[src/rtl/iob_fifo_sync_pkg.sv]
// Shared constants and helpers for the iob_fifo_sync FIFO controller.
// The optional almost-full/almost-empty flags are enabled by defining
// the macro IOB_FIFO_SYNC_ALMOST_EN.
package iob_fifo_sync_pkg;

    // Default geometry, matching the RAM the controller is normally paired with.
    localparam int unsigned IOB_FIFO_DEF_DATA_W = 8;
    localparam int unsigned IOB_FIFO_DEF_ADDR_W = 4;

    // FIFO depth in words for a given RAM address width.
    function automatic int unsigned fifo_depth(input int unsigned addr_w);
        return 2 ** addr_w;
    endfunction

    // Width of the occupancy counter; one extra bit so "full" is representable.
    function automatic int unsigned fifo_level_w(input int unsigned addr_w);
        return addr_w + 1;
    endfunction

endpackage

[src/rtl/iob_fifo_ptr.sv]
// ADDR_W-bit wrapping pointer with enable and synchronous active-low reset.
// Used twice by iob_fifo_sync: once as the write pointer, once as the read pointer.
module iob_fifo_ptr #(
    parameter int unsigned ADDR_W = 4
) (
    input  logic              clk,
    input  logic              rst_n,
    input  logic              en,
    output logic [ADDR_W-1:0] ptr
);

    logic [ADDR_W-1:0] ptr_q;
    logic [ADDR_W-1:0] ptr_d;

    // Advance by one when enabled; wraps naturally at 2**ADDR_W.
    always_comb begin
        ptr_d = ptr_q;
        if (en) begin
            ptr_d = ptr_q + ADDR_W'(1);
        end
    end

    // Pointer register.
    always_ff @(posedge clk) begin
        if (!rst_n) begin
            ptr_q <= '0;
        end else begin
            ptr_q <= ptr_d;
        end
    end

    assign ptr = ptr_q;

endmodule

[src/rtl/iob_fifo_sync.sv]
// Single-clock FIFO controller driving an external true-dual-port RAM
// (port A = write, port B = read, 1-cycle read latency). Owns the pointers,
// occupancy level and registered full/empty flags; storage lives in the RAM.
// Optional registered almost_full/almost_empty flags: define IOB_FIFO_SYNC_ALMOST_EN.
module iob_fifo_sync
    import iob_fifo_sync_pkg::*;
#(
    parameter int unsigned DATA_W = IOB_FIFO_DEF_DATA_W,
    parameter int unsigned ADDR_W = IOB_FIFO_DEF_ADDR_W
`ifdef IOB_FIFO_SYNC_ALMOST_EN
    ,
    parameter int unsigned ALMOST_FULL_LVL  = 2 ** ADDR_W - 1,
    parameter int unsigned ALMOST_EMPTY_LVL = 1
`endif
) (
    input  logic              clk,
    input  logic              rst_n,
    input  logic              w_en,
    input  logic [DATA_W-1:0] w_data,
    output logic              w_full,
    input  logic              r_en,
    output logic [DATA_W-1:0] r_data,
    output logic              r_valid,
    output logic              r_empty,
    output logic [ADDR_W:0]   level,
`ifdef IOB_FIFO_SYNC_ALMOST_EN
    output logic              almost_full,
    output logic              almost_empty,
`endif
    output logic              ext_mem_w_en,
    output logic [ADDR_W-1:0] ext_mem_w_addr,
    output logic [DATA_W-1:0] ext_mem_w_data,
    output logic              ext_mem_r_en,
    output logic [ADDR_W-1:0] ext_mem_r_addr,
    input  logic [DATA_W-1:0] ext_mem_r_data
);

    localparam int unsigned DEPTH   = fifo_depth(ADDR_W);
    localparam int unsigned LEVEL_W = fifo_level_w(ADDR_W);

    // Handshake: a push is accepted in any cycle where w_en=1 and the registered
    // w_full=0; a pop is accepted where r_en=1 and the registered r_empty=0.
    // Requests that are not accepted are dropped with no side effects (no
    // retry is implied). An accepted pop returns its word on r_data with
    // r_valid=1 exactly one cycle later; there is no back-pressure on r_data.
    logic push;
    logic pop;

    logic [ADDR_W-1:0]  wptr;
    logic [ADDR_W-1:0]  rptr;

    logic [LEVEL_W-1:0] level_q;
    logic [LEVEL_W-1:0] level_d;
    logic               w_full_q;
    logic               w_full_d;
    logic               r_empty_q;
    logic               r_empty_d;
    logic               r_valid_q;
    logic               r_valid_d;

    assign push = w_en & ~w_full_q;
    assign pop  = r_en & ~r_empty_q;

    iob_fifo_ptr #(.ADDR_W(ADDR_W)) u_wptr (
        .clk   (clk),
        .rst_n (rst_n),
        .en    (push),
        .ptr   (wptr)
    );

    iob_fifo_ptr #(.ADDR_W(ADDR_W)) u_rptr (
        .clk   (clk),
        .rst_n (rst_n),
        .en    (pop),
        .ptr   (rptr)
    );

    // Next occupancy and flags; flags come from the next level so they
    // change in the same cycle the level does.
    always_comb begin
        level_d = level_q;
        case ({push, pop})
            2'b10:   level_d = level_q + LEVEL_W'(1);
            2'b01:   level_d = level_q - LEVEL_W'(1);
            default: level_d = level_q;
        endcase
        w_full_d  = (level_d == LEVEL_W'(DEPTH));
        r_empty_d = (level_d == '0);
        r_valid_d = pop;
    end

    // Occupancy, flag and read-valid registers; reset drops any in-flight read.
    always_ff @(posedge clk) begin
        if (!rst_n) begin
            level_q   <= '0;
            w_full_q  <= 1'b0;
            r_empty_q <= 1'b1;
            r_valid_q <= 1'b0;
        end else begin
            level_q   <= level_d;
            w_full_q  <= w_full_d;
            r_empty_q <= r_empty_d;
            r_valid_q <= r_valid_d;
        end
    end

`ifdef IOB_FIFO_SYNC_ALMOST_EN
    logic almost_full_q;
    logic almost_full_d;
    logic almost_empty_q;
    logic almost_empty_d;

    // Threshold flags, also derived from the next level.
    always_comb begin
        almost_full_d  = (level_d >= LEVEL_W'(ALMOST_FULL_LVL));
        almost_empty_d = (level_d <= LEVEL_W'(ALMOST_EMPTY_LVL));
    end

    // Threshold flag registers.
    always_ff @(posedge clk) begin
        if (!rst_n) begin
            almost_full_q  <= 1'b0;
            almost_empty_q <= 1'b1;
        end else begin
            almost_full_q  <= almost_full_d;
            almost_empty_q <= almost_empty_d;
        end
    end

    assign almost_full  = almost_full_q;
    assign almost_empty = almost_empty_q;
`endif

    // RAM port A (write) and port B (read) drive straight from the accept logic.
    // With both push and pop accepted the FIFO is neither empty nor full, so
    // wptr != rptr and the two ports never touch the same address.
    assign ext_mem_w_en   = push;
    assign ext_mem_w_addr = wptr;
    assign ext_mem_w_data = w_data;
    assign ext_mem_r_en   = pop;
    assign ext_mem_r_addr = rptr;

    assign r_data  = ext_mem_r_data;
    assign r_valid = r_valid_q;
    assign r_empty = r_empty_q;
    assign w_full  = w_full_q;
    assign level   = level_q;

endmodule

[config.mk]
export PLATFORM = sky130hd
export DESIGN_NAME = iob_fifo_sync
export DESIGN_NICKNAME = d
export VERILOG_FILES = /design/src/rtl/iob_fifo_sync_pkg.sv /design/src/rtl/iob_fifo_ptr.sv /design/src/rtl/iob_fifo_sync.sv
export SDC_FILE = /design/constraint.sdc
export NUM_CORES = 1
export LEC_CHECK = 0
export BUFFER_PORTS_ARGS = -buffer_cell sky130_fd_sc_hd__buf_4
export CELL_PAD_IN_SITES_DETAIL_PLACEMENT = 1
export CELL_PAD_IN_SITES_GLOBAL_PLACEMENT = 1
export CORE_AREA = 10 10 65 67
export CTS_BUF_LIST = sky130_fd_sc_hd__clkbuf_8
export DETAILED_ROUTE_END_ITERATION = 6
export DIE_AREA = 0 0 75 77
export MAX_ROUTING_LAYER = met4
export PLACE_DENSITY_LB_ADDON = 0.25
export RECOVER_POWER = 50
export SYNTH_ARGS = -nofsm -noshare
export SYNTH_HDL_FRONTEND = slang
export SYNTH_SLANG_ARGS = --single-unit
[constraint.sdc]
create_clock -name clk -period 4.7 [get_ports clk]
set_input_delay 0.47 -clock clk [delete_from_list [all_inputs] [get_ports clk]]
set_output_delay 0.47 -clock clk [all_outputs]
set_load 0.01 [all_outputs]
# Yosys cells after proc, flatten, opt, wreduce, memory -nomap -nowiden
# Index checks and enable logic that the tools add are counted.
# word_totals
regBits	16
input_bits	20
output_inout_bits	34
wordCells	19
# op_classes
n_addsub	4
n_eq_ne	3
muxes	1
n_bitwise	4
reduce_logical	1
# ops
operator	n
$pmux 5 s2	1
$add 4x1->4 const B	2
$add 5x1->5 const B	1
$eq 5x5->1 const B	1
$logic_not 5->1	1
$sub 5x1->5 const B	1
$and 1x1->1	2
$eq 2x1->1 const B	1
$eq 2x2->1 const B	1
$not 1->1	2

# Longest topological paths before layout
# Gate-level depths: netlist of run 1.
# depth
ltp_word	5
mapped_depth	10
ltp_nobuf	10

# Modules after synthesis
# Synthesis of run 1 repeated with hierarchy kept, for this count alone.
# hier_totals
cells_unflattened	106
hier_area_um2	1033.5
# modules_own_cells
mod	n_inst	cells_per_inst	area_each_um2	seq_area_each_um2
iob_fifo_sync	1	74	680.7	160.2
iob_fifo_ptr	2	16	176.4	80.1

# Worst setup path before layout of run 1
# No wires, ideal clock.
# synth_timing
path_type	input port to flip-flop
start	input port r_en
end	register w_full_q, in the netlist w_full
setup_ps	103
arrival_time_ps	2065
required_ps	4597
path_slack_ps	2531
stages	10
n_path_buf	0
cell_sequence	nand2b_4 clkinv_4 nand2_1 xnor2_1 ha_1 nor2b_1 a32o_1 a21oi_2 or3_4 a2111oi_2
# synth_via
elab_chain_cells	4
elab_cells_between_ends	5
cone_classes	eq/ne: 3; mux: 1; bitwise: 1
# synth_rtl
element	line	source
start, declared	iob_fifo_sync.sv:21	input logic r_en,
$and 1x1->1 (*)	iob_fifo_sync.sv:62	assign pop = r_en & ~r_empty_q;
named net ext_mem_r_en	iob_fifo_sync.sv:33	output logic ext_mem_r_en,
$eq 2x1->1 / $eq 2x2->1 (equally long branches)	iob_fifo_sync.sv:82	case ({push, pop})
$pmux 5 s2 (*)	iob_fifo_sync.sv:82	
$eq 5x5->1 (*)	iob_fifo_sync.sv:87	w_full_d = (level_d == LEVEL_W'(DEPTH));
end signal, assigned	iob_fifo_sync.sv:101	w_full_q <= w_full_d;
end, declared	iob_fifo_sync.sv:54	logic w_full_q;
# Mark *: on every way through the listed nets, which the timed path passes. The rest lies on a longest branch.
# A chain may end at the register's enable or synchronous reset.

# Final worst setup path of run 1
# layout_timing
start	register r_empty_q, in the netlist r_empty
end	register w_full_q, in the netlist w_full
# layout_via
elab_chain_cells	5
elab_cells_between_ends	6
cone_classes	eq/ne: 3; mux: 1; bitwise: 2
# layout_rtl
element	line	source
start, declared	iob_fifo_sync.sv:56	logic r_empty_q;
start signal, assigned	iob_fifo_sync.sv:102	r_empty_q <= r_empty_d;
$not 1->1 (*)	iob_fifo_sync.sv:62	
$and 1x1->1 (*)	iob_fifo_sync.sv:62	
$eq 2x1->1 / $eq 2x2->1 (equally long branches)	iob_fifo_sync.sv:82	
$pmux 5 s2 (*)	iob_fifo_sync.sv:82	
$eq 5x5->1 (*)	iob_fifo_sync.sv:87	
# Mark *: on every way between the ends. The rest lies on a longest branch, timed or not.

==> out/qor.csv, run 1 <==
stage;metric;value;unit
power;Pwr Density;478.7;nW/um^2
synth;syn avg cell area;8.905;sq um
detailed_routing;routed vias/inst;5.224;
synth;post-synth cell types;35;
clock_tree;H-tree Lvls;1;
clock_tree;clk slew on worst S/H paths;0.06;ns
final_layout;# fillers;361;
final_layout;final instance area;1054;sq um
synth;#FFs+latches synth;16;
clock_tree;setup bufs post-CTS;0;
final_layout;nets;140;
synth;cell area after synthesis;988.4;sq um
synth;Mapped Nets;135;
die;row count;20;
critical_path;crit path kind;flop to flop;
critical_path;Crit path largest cell delay;0.40;ns
critical_path;worst endpoint required time;4.83;ns
clock_tree;clock latency on the worst-skew pair;0.25;ns
critical_path;slowest CP cell;a2111oi_2;
global_routing;first-pass GRT wire length;3.684;mm
outcome;status;finished, final reports clean;
clock_tree;CTS Hold Bufs;0;
die;Chip Width;75;um
place;Post-DP Area;1031;sq um
timing;Final Cycle Share;0.5965;
timing;achievable frequency;356.7;MHz
global_routing;largest net degree at the start of global routing;15;
power;peak supply drop;0.1967;mV
critical_path;critical path startpoint category;flop;
final_layout;share of cells above drive strength 1;0.2456;
global_routing;vias in the first global route;769;
timing;Pins Over Slew Limit;0;
die;I/O pins;54;
clock_tree;post-CTS sizing;0;
detailed_routing;routed wire length;2.325;mm
detailed_routing;DRC viols;0;
timing;worst slew margin relative to its limit;0.6722;
die;Initial Util;0.3319;
global_routing;global-route usage over all layers;0.08405;
final_layout;multi-input logic area;484.2;sq um
synth;Syn. warnings;0;
final_layout;Reg area;320.3;sq um
run;max cap viols;0;
critical_path;crit-path cells;nand2b_1 -> clkinvlp_2 -> nand2_1 -> xnor2_1 -> ha_1 -> nor2b_1 -> a32o_1 -> a21oi_2 -> or3_4 -> a2111oi_2;
clock_tree;Clock Sinks;16;
detailed_routing;Initial DRT Pass Iterations;4;
place;GPL Wtd Cong;0.7840;
die;Die Span Y;77;um
critical_path;crit-path max FO;10;
timing;setup TNS;0;ns
final_layout;ant diodes;0;
place;IO Port Bufs;21;
final_layout;Area growth syn-to-layout;6.582;%
power;P_leak;0.4464;nW
timing;final hold violations;0;
detailed_routing;number of routed nets with antenna violations;0;
detailed_routing;drt wl/cell;15.82;um
timing;Final setup viols;0;
critical_path;Critical path buffers and inverters;1;
global_routing;initial antenna violation count;0;
min_path;Hold WC Path Type;primary input to flop;
critical_path;crit path DAT;2.94;ns
synth;Cells after Synth;111;
die;die area;5775;sq um
clock_tree;CTS tree;built;
critical_path;cell family contributing the most delay on the critical path;simple AND/OR/NAND/NOR gates;
die;core area;2978;sq um
synth;register area share after synthesis;0.3241;
timing;minimum hold slack;0.3964;ns
timing;Slew @ Worst Pin;0.4911;ns
detailed_routing;routed via count;768;
timing;Final Skew;0.001630;ns
place;HPWL Detailed;1.822;mm
final_layout;final core utilization;0.3538;
clock_tree;maximum clock path buffer count;2;
clock_tree;clk root buf;clkbuf_8;
timing;Min Clock Period, post-route;2.803;ns
timing;RSZ-0062 raised after global routing;no;
global_routing;grt total ovfl;0;
critical_path;CP endpoint kind;flop;
clock_tree;Num CTS Buffers;3;
detailed_routing;Iter 0 DRT Violations;41;
-- layout by cell type, fill, tap and decap left out, drive strengths merged --
master    count
a22oi         1
or3b          1
inv           3
a21o          1
o211ai        1
nand2b        3
o21ai         2
ha            4
or3           1
nand2         7
dfxtp        16
xor2          6
a32o          1
a21oi         6
nor2         12
nor2b         1
nand4b        2
a21boi        1
o41ai         1
a2111oi       1
buf          19
nand4         3
nor3          5
and2          1
clkinvlp      1
o21a          2
nor4b         2
mux2i         1
xnor2         4
clkbuf        5
-- final timing paths --
kind | startpoint | endpoint | slack, ns | cells after the start
min reg2reg | u_rptr.ptr[1]$_SDFFE_PN0P_ | u_rptr.ptr[1]$_SDFFE_PN0P_ | 0.51 | 2
max | r_empty$_SDFF_PN1_ | w_full$_SDFF_PN0_ | 1.90 | 10
max reg2reg | r_empty$_SDFF_PN1_ | w_full$_SDFF_PN0_ | 1.90 | 10
min | rst_n | r_empty$_SDFF_PN1_ | 0.40 | 2
-- synth_stat cells --
cell type	number	area share
xor2_1	6	0.053
o21ai_0	2	0.010
a32o_1	1	0.010
a21o_1	1	0.0076
xnor2_1	4	0.035
nor2_1	12	0.046
a21oi_1	5	0.025
inv_1	2	0.0076
nand2b_1	1	0.0063
inv_2	1	0.0038
or3_4	1	0.011
buf_2	2	0.010
and2_1	1	0.0063
nand4b_1	2	0.018
o21a_1	2	0.015
a21oi_2	1	0.0089
a21boi_0	1	0.0076
dfxtp_1	16	0.32
clkbuf_1	1	0.0038
buf_4	16	0.12
clkinv_4	1	0.0089
nand2b_4	2	0.028
nand4_1	3	0.019
ha_1	4	0.051
buf_6	2	0.023
nor4b_1	2	0.018
a22oi_2	1	0.013
nor3_1	5	0.025
nor2b_1	1	0.0063
nand2_1	7	0.027
mux2i_1	1	0.010
o41ai_1	1	0.0089
or3b_1	1	0.0089
a2111oi_2	1	0.015
o211ai_1	1	0.0076
-- flip-flops by register name, summed over array words and instances, names as in the netlist --
name and flops:
level 5, r_empty 1, r_valid 1, u_rptr.ptr 4, u_wptr.ptr 4, w_full 1
-- cell type report --
cell class / count / share of cell area
clock buffers: 3 / 0.03919
inverters: 4 / 0.01544
multi-input cells: 70 / 0.4596
flip-flops and latches: 16 / 0.3040
well taps: 33 / 0.03919
repair buffers: 21 / 0.1425
-- logic make-up after synthesis --
family                     count (synthesis)  synth area share
AOI/OAI and AO/OA                         17            0.1291
xor gates and xnor gates                  10           0.08860
adders and majority gates                  4           0.05063
buffers and inverters                     25            0.1785
DFF                                       16            0.3241
muxes                                      1           0.01013
and+or+nand+nor                           38            0.2190
-- routing by layer --
metal | up-vias | wire, um | track usage | share of wire
li1 | 368 | - | - | -
met1 | 365 | 896 | 0.07788 | 0.39
met2 | 24 | 1133 | 0.1356 | 0.49
met3 | 11 | 227 | 0.03990 | 0.098
met4 | 0 | 68 | 0.05114 | 0.029
met5 | - | 0 | - | 0
-- worst reg2reg max path: stages, from the launching register on --
cell and delay (ns):
dfxtp_1 0.33, nand2b_1 0.23, clkinvlp_2 0.39, nand2_1 0.19, xnor2_1 0.14, ha_1 0.24, nor2b_1 0.15, a32o_1 0.20
a21oi_2 0.08, or3_4 0.34, a2111oi_2 0.40
-- power breakdown --
group,switching [mW],internal [mW]
Clock,0.0461,0.0569
Sequential,0.0363,0.160
Combinational,0.108,0.0963
Total,0.191,0.313
-- through the flow --
step                cells  power (mW)  setup WS [ns]
floorplan             111      0.3570          2.531
global placement      144      0.4098          2.275
detailed placement    144      0.4158          2.163
CTS                   147      0.5215          2.320
global route          147      0.5427          1.638
finish                147      0.5043          1.897
No activity file was read; power rests on OpenSTA's default activity.
==> run 2, diff against run 1 <==
--- a/config.mk
+++ b/config.mk
@@ -5,13 +5,14 @@
 export SDC_FILE = /design/constraint.sdc
 export NUM_CORES = 1
 export LEC_CHECK = 0
+export ABC_AREA = 1
 export BUFFER_PORTS_ARGS = -buffer_cell sky130_fd_sc_hd__buf_4
 export CELL_PAD_IN_SITES_DETAIL_PLACEMENT = 1
 export CELL_PAD_IN_SITES_GLOBAL_PLACEMENT = 1
-export CORE_AREA = 10 10 65 67
+export CORE_AREA = 10 10 71 73
 export CTS_BUF_LIST = sky130_fd_sc_hd__clkbuf_8
 export DETAILED_ROUTE_END_ITERATION = 6
-export DIE_AREA = 0 0 75 77
+export DIE_AREA = 0 0 81 83
 export MAX_ROUTING_LAYER = met4
 export PLACE_DENSITY_LB_ADDON = 0.25
 export RECOVER_POWER = 50
==> constraint.sdc (replaced) <==
create_clock -name clk -period 2.4 [get_ports clk]
set_input_delay 0.24 -clock clk [delete_from_list [all_inputs] [get_ports clk]]
set_output_delay 0.24 -clock clk [all_outputs]
set_load 0.01 [all_outputs]
==> out/qor.csv, run 2 <==
stage;metric;value;unit
outcome;status;finished, final reports clean;
place;GPL Wtd Cong;0.7955;
critical_path;critical path startpoint category;flop;
timing;RSZ-0062 raised after global routing;no;
die;row count;22;
final_layout;commonest non-fill, non-tap cells in the layout;nand2_1 (24), inv_1 (16), dfxtp_1 (16);
timing;Final Skew;0.001649;ns
synth;Mapped Nets;157;
global_routing;global-route usage over all layers;0.07963;
synth;#FFs+latches synth;16;
die;Initial Util;0.2627;
power;P_leak;0.5055;nW
detailed_routing;Initial DRT Pass Iterations;2;
clock_tree;CTS Hold Bufs;0;
power;Pwr Density;804.4;nW/um^2
die;core area;3633;sq um
timing;setup TNS;0;ns
critical_path;worst r2r src;r_empty$_SDFF_PN1_;
clock_tree;clock latency on the worst-skew pair;0.25;ns
place;HPWL Detailed;2.061;mm
synth;Syn. warnings;0;
synth;asr flop ratio synth;0;
global_routing;first-pass GRT wire length;4.326;mm
synth;most frequent cell after synthesis;nand2_1;
clock_tree;clk slew on worst S/H paths;0.06;ns
detailed_routing;drt wl/cell;13.16;um
timing;Final setup viols;0;
die;Die Span Y;83;um
synth;Yosys top cell area share;0.3355;
detailed_routing;DRC viols;0;
die;I/O pins;54;
detailed_routing;routed vias/inst;4.481;
place;setup slack at placement;0.4165;ns
final_layout;commonest non-fill, non-tap cell in the layout;nand2_1;
critical_path;r2r worst-path depth;15;
place;IO Port Bufs;21;
global_routing;vias in the first global route;922;
clock_tree;clk root buf;clkbuf_8;
detailed_routing;number of routed nets with antenna violations;0;
die;die area;6723;sq um
critical_path;crit path from;r_empty$_SDFF_PN1_;
synth;most frequent cells after synthesis;nand2_1 (24), buf_4 (16), dfxtp_1 (16), inv_1 (16), nor2_1 (14);
power;peak supply drop;0.2626;mV
min_path;Hold WC Path Type;primary input to flop;
synth;Yosys top cell by area;dfxtp_1;
final_layout;share of cells above drive strength 1;0.2057;
final_layout;ant diodes;0;
clock_tree;Clock Sinks;16;
critical_path;R2R Setup Slk;0.42;ns
critical_path;crit path DAT;2.13;ns
final_layout;max reg flops;5;
run;max cap viols;0;
min_path;hold path depth;3;
timing;final hold violations;0;
clock_tree;maximum clock path buffer count;2;
synth;register area share after synthesis;0.3355;
timing;Pins Over Slew Limit;0;
detailed_routing;Iter 0 DRT Violations;23;
detailed_routing;routed via count;847;
synth;Area contributors post-synth;dfxtp_1 (34%), buf_4 (13%), nand2_1 (9.4%);
final_layout;final core utilization;0.2937;
timing;Slew @ Worst Pin;0.2369;ns
clock_tree;post-CTS sizing;0;
timing;achievable frequency;505.1;MHz
global_routing;grt total ovfl;0;
synth;post-synth cell types;21;
die;Chip Width;81;um
critical_path;reg2reg end;level[4]$_SDFF_PN0_;
final_layout;Area growth syn-to-layout;11.80;%
global_routing;initial antenna violation count;0;
critical_path;crit-path max FO;10;
min_path;hold path endpoint;u_wptr.ptr[0]$_SDFFE_PN0P_;
min_path;Hold Crit Start;rst_n;
critical_path;crit path kind;flop to flop;
clock_tree;setup bufs post-CTS;0;
clock_tree;CTS tree;built;
timing;Final Worst Setup Slack;0.4204;ns
place;placed insts;186;
timing;worst slew margin relative to its limit;0.8411;
timing;Final Cycle Share;0.8248;
critical_path;CP endpoint kind;flop;
synth;Post-synth EDFFs;0;
final_layout;Finished Layout Cells;189;
synth;ys flop type;dfxtp_1;
final_layout;nets;167;
clock_tree;Num CTS Buffers;3;
global_routing;largest net degree at the start of global routing;11;
synth;Cells after Synth;133;
timing;Min Clock Period, post-route;1.980;ns
critical_path;worst endpoint required time;2.55;ns
detailed_routing;routed wire length;2.487;mm
synth;syn avg cell area;7.178;sq um
power;post-layout power;0.8585;mW
clock_tree;H-tree Lvls;1;
synth;cell area after synthesis;954.7;sq um
run 2: cell count changes after synthesis, moves of 3 or more:
cell,previous run,this run
nand2_1,7,24
nand3_1,0,11
nand3_2,0,3
xnor2_1,4,0
inv_1,2,16
xor2_1,6,2
nor3_1,5,2
nand2_2,0,4
run 2: worst max-delay path, stage by stage (launching register included):
cell and delay, ns:
dfxtp_1 0.37, nor2_8 0.21, nand3_1 0.15, nand2_1 0.11, inv_2 0.04, ha_1 0.17, a21oi_1 0.17, inv_1 0.08
nand3_2 0.10, nor2_1 0.05, nand2_1 0.07, nand3_1 0.08, nand2_1 0.06, nand2_1 0.07, nand2_1 0.10, inv_1 0.05
run 2: cell families (layout without fill, tap and decap cells):
kind of cell,after synthesis,in the layout,synth area share
buf+inv,35,43,0.2005
flops,16,16,0.3355
fa+ha+maj,4,4,0.05243
compound gates,13,13,0.07077
xor+xnor,2,2,0.01835
simple gates,63,63,0.3224
run 2: worst max path at each step:
stage / end / cells after the start / slack [ns]
2_1_floorplan: level[4]$_SDFF_PN0_ / 15 / 0.63
3_3_place_gp: level[4]$_SDFF_PN0_ / 15 / 0.53
3_5_place_dp: level[4]$_SDFF_PN0_ / 15 / 0.42
4_1_cts: level[4]$_SDFF_PN0_ / 15 / 0.40
5_1_grt: level[4]$_SDFF_PN0_ / 15 / 0.11
6_report: level[4]$_SDFF_PN0_ / 15 / 0.42
run 2: where the power goes:
group / internal [mW] / switching, mW / leakage [nW] / total [mW]
Combinational: 0.125 / 0.184 / 0.353 / 0.308
Sequential: 0.302 / 0.0445 / 0.131 / 0.347
Clock: 0.111 / 0.0920 / 0.0216 / 0.203
Total: 0.538 / 0.320 / 0.506 / 0.859
run 2: layout make-up:
class	instances	area [sq um]
clock buffer	3	41.29
fill	479	2566
inverter	19	71.32
multi-input combinational	82	442.9
sequential	16	320.3
tap	48	60.06
timing repair buffer	21	131.4
run 2: per-layer routing:
metal	vias to the layer above	GRT usage	wire (um)
li1	419	-	-
met1	393	0.09777	1151
met2	31	0.1210	1127
met3	4	0.02694	185
met4	0	0.02034	23
met5	-	-	0
run 2: through the flow:
stage / instance area, sq um / hold WS [ns]
after CTS: 1094 / 0.2578
after global routing: 1067 / 0.2738
after floorplan: 954.7 / 0.3612
after global placement: 1052 / 0.4756
final: 1067 / 0.2635
after detailed placement: 1052 / 0.4801
==> run 3, diff against run 2 <==
--- a/config.mk
+++ b/config.mk
@@ -9,10 +9,10 @@
 export BUFFER_PORTS_ARGS = -buffer_cell sky130_fd_sc_hd__buf_4
 export CELL_PAD_IN_SITES_DETAIL_PLACEMENT = 1
 export CELL_PAD_IN_SITES_GLOBAL_PLACEMENT = 1
-export CORE_AREA = 10 10 71 73
+export CORE_AREA = 10 10 68 70
 export CTS_BUF_LIST = sky130_fd_sc_hd__clkbuf_8
 export DETAILED_ROUTE_END_ITERATION = 6
-export DIE_AREA = 0 0 81 83
+export DIE_AREA = 0 0 78 80
 export MAX_ROUTING_LAYER = met4
 export PLACE_DENSITY_LB_ADDON = 0.25
 export RECOVER_POWER = 50
==> constraint.sdc (replaced) <==
create_clock -name clk -period 1.95 [get_ports clk]
set_input_delay 0.195 -clock clk [delete_from_list [all_inputs] [get_ports clk]]
set_output_delay 0.195 -clock clk [all_outputs]
set_load 0.01 [all_outputs]
==> out/qor.csv, run 3 (synthesis gave the netlist of run 2 again) <==
stage;metric;value;unit
timing;Final Cycle Share;0.9051;
die;I/O pins;54;
clock_tree;CTS tree;built;
clock_tree;CTS Hold Bufs;0;
global_routing;M3 GR Usage;0.03829;
die;die area;6240;sq um
global_routing;busiest grt layer;met2;
critical_path;CP endpoint kind;flop;
place;Post-DP Area;1050;sq um
power;Pwr Density;997.7;nW/um^2
timing;Final setup viols;0;
detailed_routing;routed wire length;2.613;mm
clock_tree;clock latency on the worst-skew pair;0.25;ns
final_layout;commonest non-fill, non-tap cell in the layout;nand2_1;
detailed_routing;Iter 0 DRT Violations;22;
final_layout;# fillers;413;
die;Initial Util;0.2907;
critical_path;crit path DAT;1.95;ns
die;core area;3284;sq um
die;Chip Width;78;um
global_routing;grt met1 use;0.09050;
place;HPWL Detailed;2.180;mm
global_routing;largest net degree at the start of global routing;11;
clock_tree;H-tree Lvls;1;
timing;Pins Over Slew Limit;0;
detailed_routing;drt wl/cell;13.61;um
detailed_routing;DRC viols;0;
global_routing;grt total ovfl;0;
global_routing;vias in the first global route;914;
timing;achievable frequency;566.6;MHz
critical_path;crit-path max FO;6;
power;P_leak;0.5393;nW
timing;Final Skew;0.005860;ns
final_layout;nets;171;
clock_tree;maximum clock path buffer count;2;
power;peak supply drop;0.4058;mV
min_path;Hold WC Path Type;primary input to flop;
critical_path;critical path startpoint category;flop;
detailed_routing;routed vias/inst;4.516;
detailed_routing;Initial DRT Pass Iterations;4;
global_routing;first-pass GRT wire length;4.298;mm
clock_tree;Clock Sinks;16;
clock_tree;Num CTS Buffers;3;
timing;worst slew margin relative to its limit;0.8305;
timing;Slew @ Worst Pin;0.2527;ns
global_routing;initial antenna violation count;0;
die;row count;21;
run;max cap viols;0;
timing;final hold violations;0;
final_layout;commonest non-fill, non-tap cells in the layout;nand2_1 (21), buf_4 (17), inv_1 (16);
timing;Min Clock Period, post-route;1.765;ns
global_routing;global-route usage over all layers;0.08647;
global_routing;met2 usage;0.1434;
place;GPL Wtd Cong;0.7876;
detailed_routing;routed via count;867;
final_layout;max reg flops;5;
timing;RSZ-0062 raised after global routing;no;
final_layout;final instance area;1140;sq um
timing;setup TNS;0;ns
final_layout;ant diodes;0;
detailed_routing;number of routed nets with antenna violations;0;
clock_tree;clk root buf;clkbuf_8;
die;Die Span Y;80;um
final_layout;share of cells above drive strength 1;0.2877;
outcome;status;finished, final reports clean;
critical_path;crit path kind;flop to flop;
place;IO Port Bufs;21;
clock_tree;clk slew on worst S/H paths;0.07;ns
critical_path;worst endpoint required time;2.13;ns
final_layout;Area growth syn-to-layout;19.40;%
==> run 3: cell type report <==
cell class	instances	area (sq um)	area share
well taps	46	57.56	0.05049
clock buffers	4	55.05	0.04830
inverters	19	71.32	0.06257
multi-input cells	82	475.5	0.4171
repair buffers	25	157.7	0.1383
flip-flops and latches	16	322.8	0.2832
==> run 3: worst paths after layout <==
path                                endpoint                  startpoint  slack, ns  cells after the start
setup reg to reg          r_empty$_SDFF_PN1_           w_full$_SDFF_PN0_       0.19                      9
setup / recovery          r_empty$_SDFF_PN1_           w_full$_SDFF_PN0_       0.19                      9
hold reg to reg   u_rptr.ptr[2]$_SDFFE_PN0P_  u_rptr.ptr[2]$_SDFFE_PN0P_       0.50                      2
hold / removal           level[4]$_SDFF_PN0_                       rst_n       0.22                      3
==> run 3: critical path, cell delays in order (launching register included) <==
cell      delay [ns]
dfxtp_2         0.32
inv_1           0.08
nand2_4         0.09
buf_4           0.16
ha_2            0.38
xor2_1          0.22
nand2_1         0.09
nor2_2          0.14
nand3_2         0.10
o21bai_1        0.13
==> run 3: timing repair <==
item | CTS | global route
resized for setup | 0 | 12
setup buffers | 0 | 4
endpoints found under the setup margin | 0 | 3
endpoints found under the hold margin | 0 | 0
==> run 3: where the power goes <==
group	leakage [nW]	internal (mW)	total [mW]	switching, mW
combinational	0.379	0.171	0.414	0.243
clock	0.0288	0.179	0.293	0.114
sequential	0.131	0.374	0.430	0.0560
==> run 3: layer usage <==
metal,vias to the layer above,wire [um]
met1,393,1085
met2,39,1288
met5,-,0
li1,431,-
met4,0,20
met3,4,218
==> run 3: through the flow <==
stage	cells	power, mW	worst slack [ns]	utilization	hold slack [ns]
2_1_floorplan	133	0.7089	0.1758	-	0.3162
3_3_place_gp	184	0.8173	0.08384	0.3196	0.3901
3_5_place_dp	184	0.8343	0.01832	0.3196	0.3901
4_1_cts	188	1.135	0.001543	0.3364	0.2164
5_1_grt	192	1.233	0.02077	0.3470	0.2261
6_report	192	1.137	0.1851	0.3470	0.2179
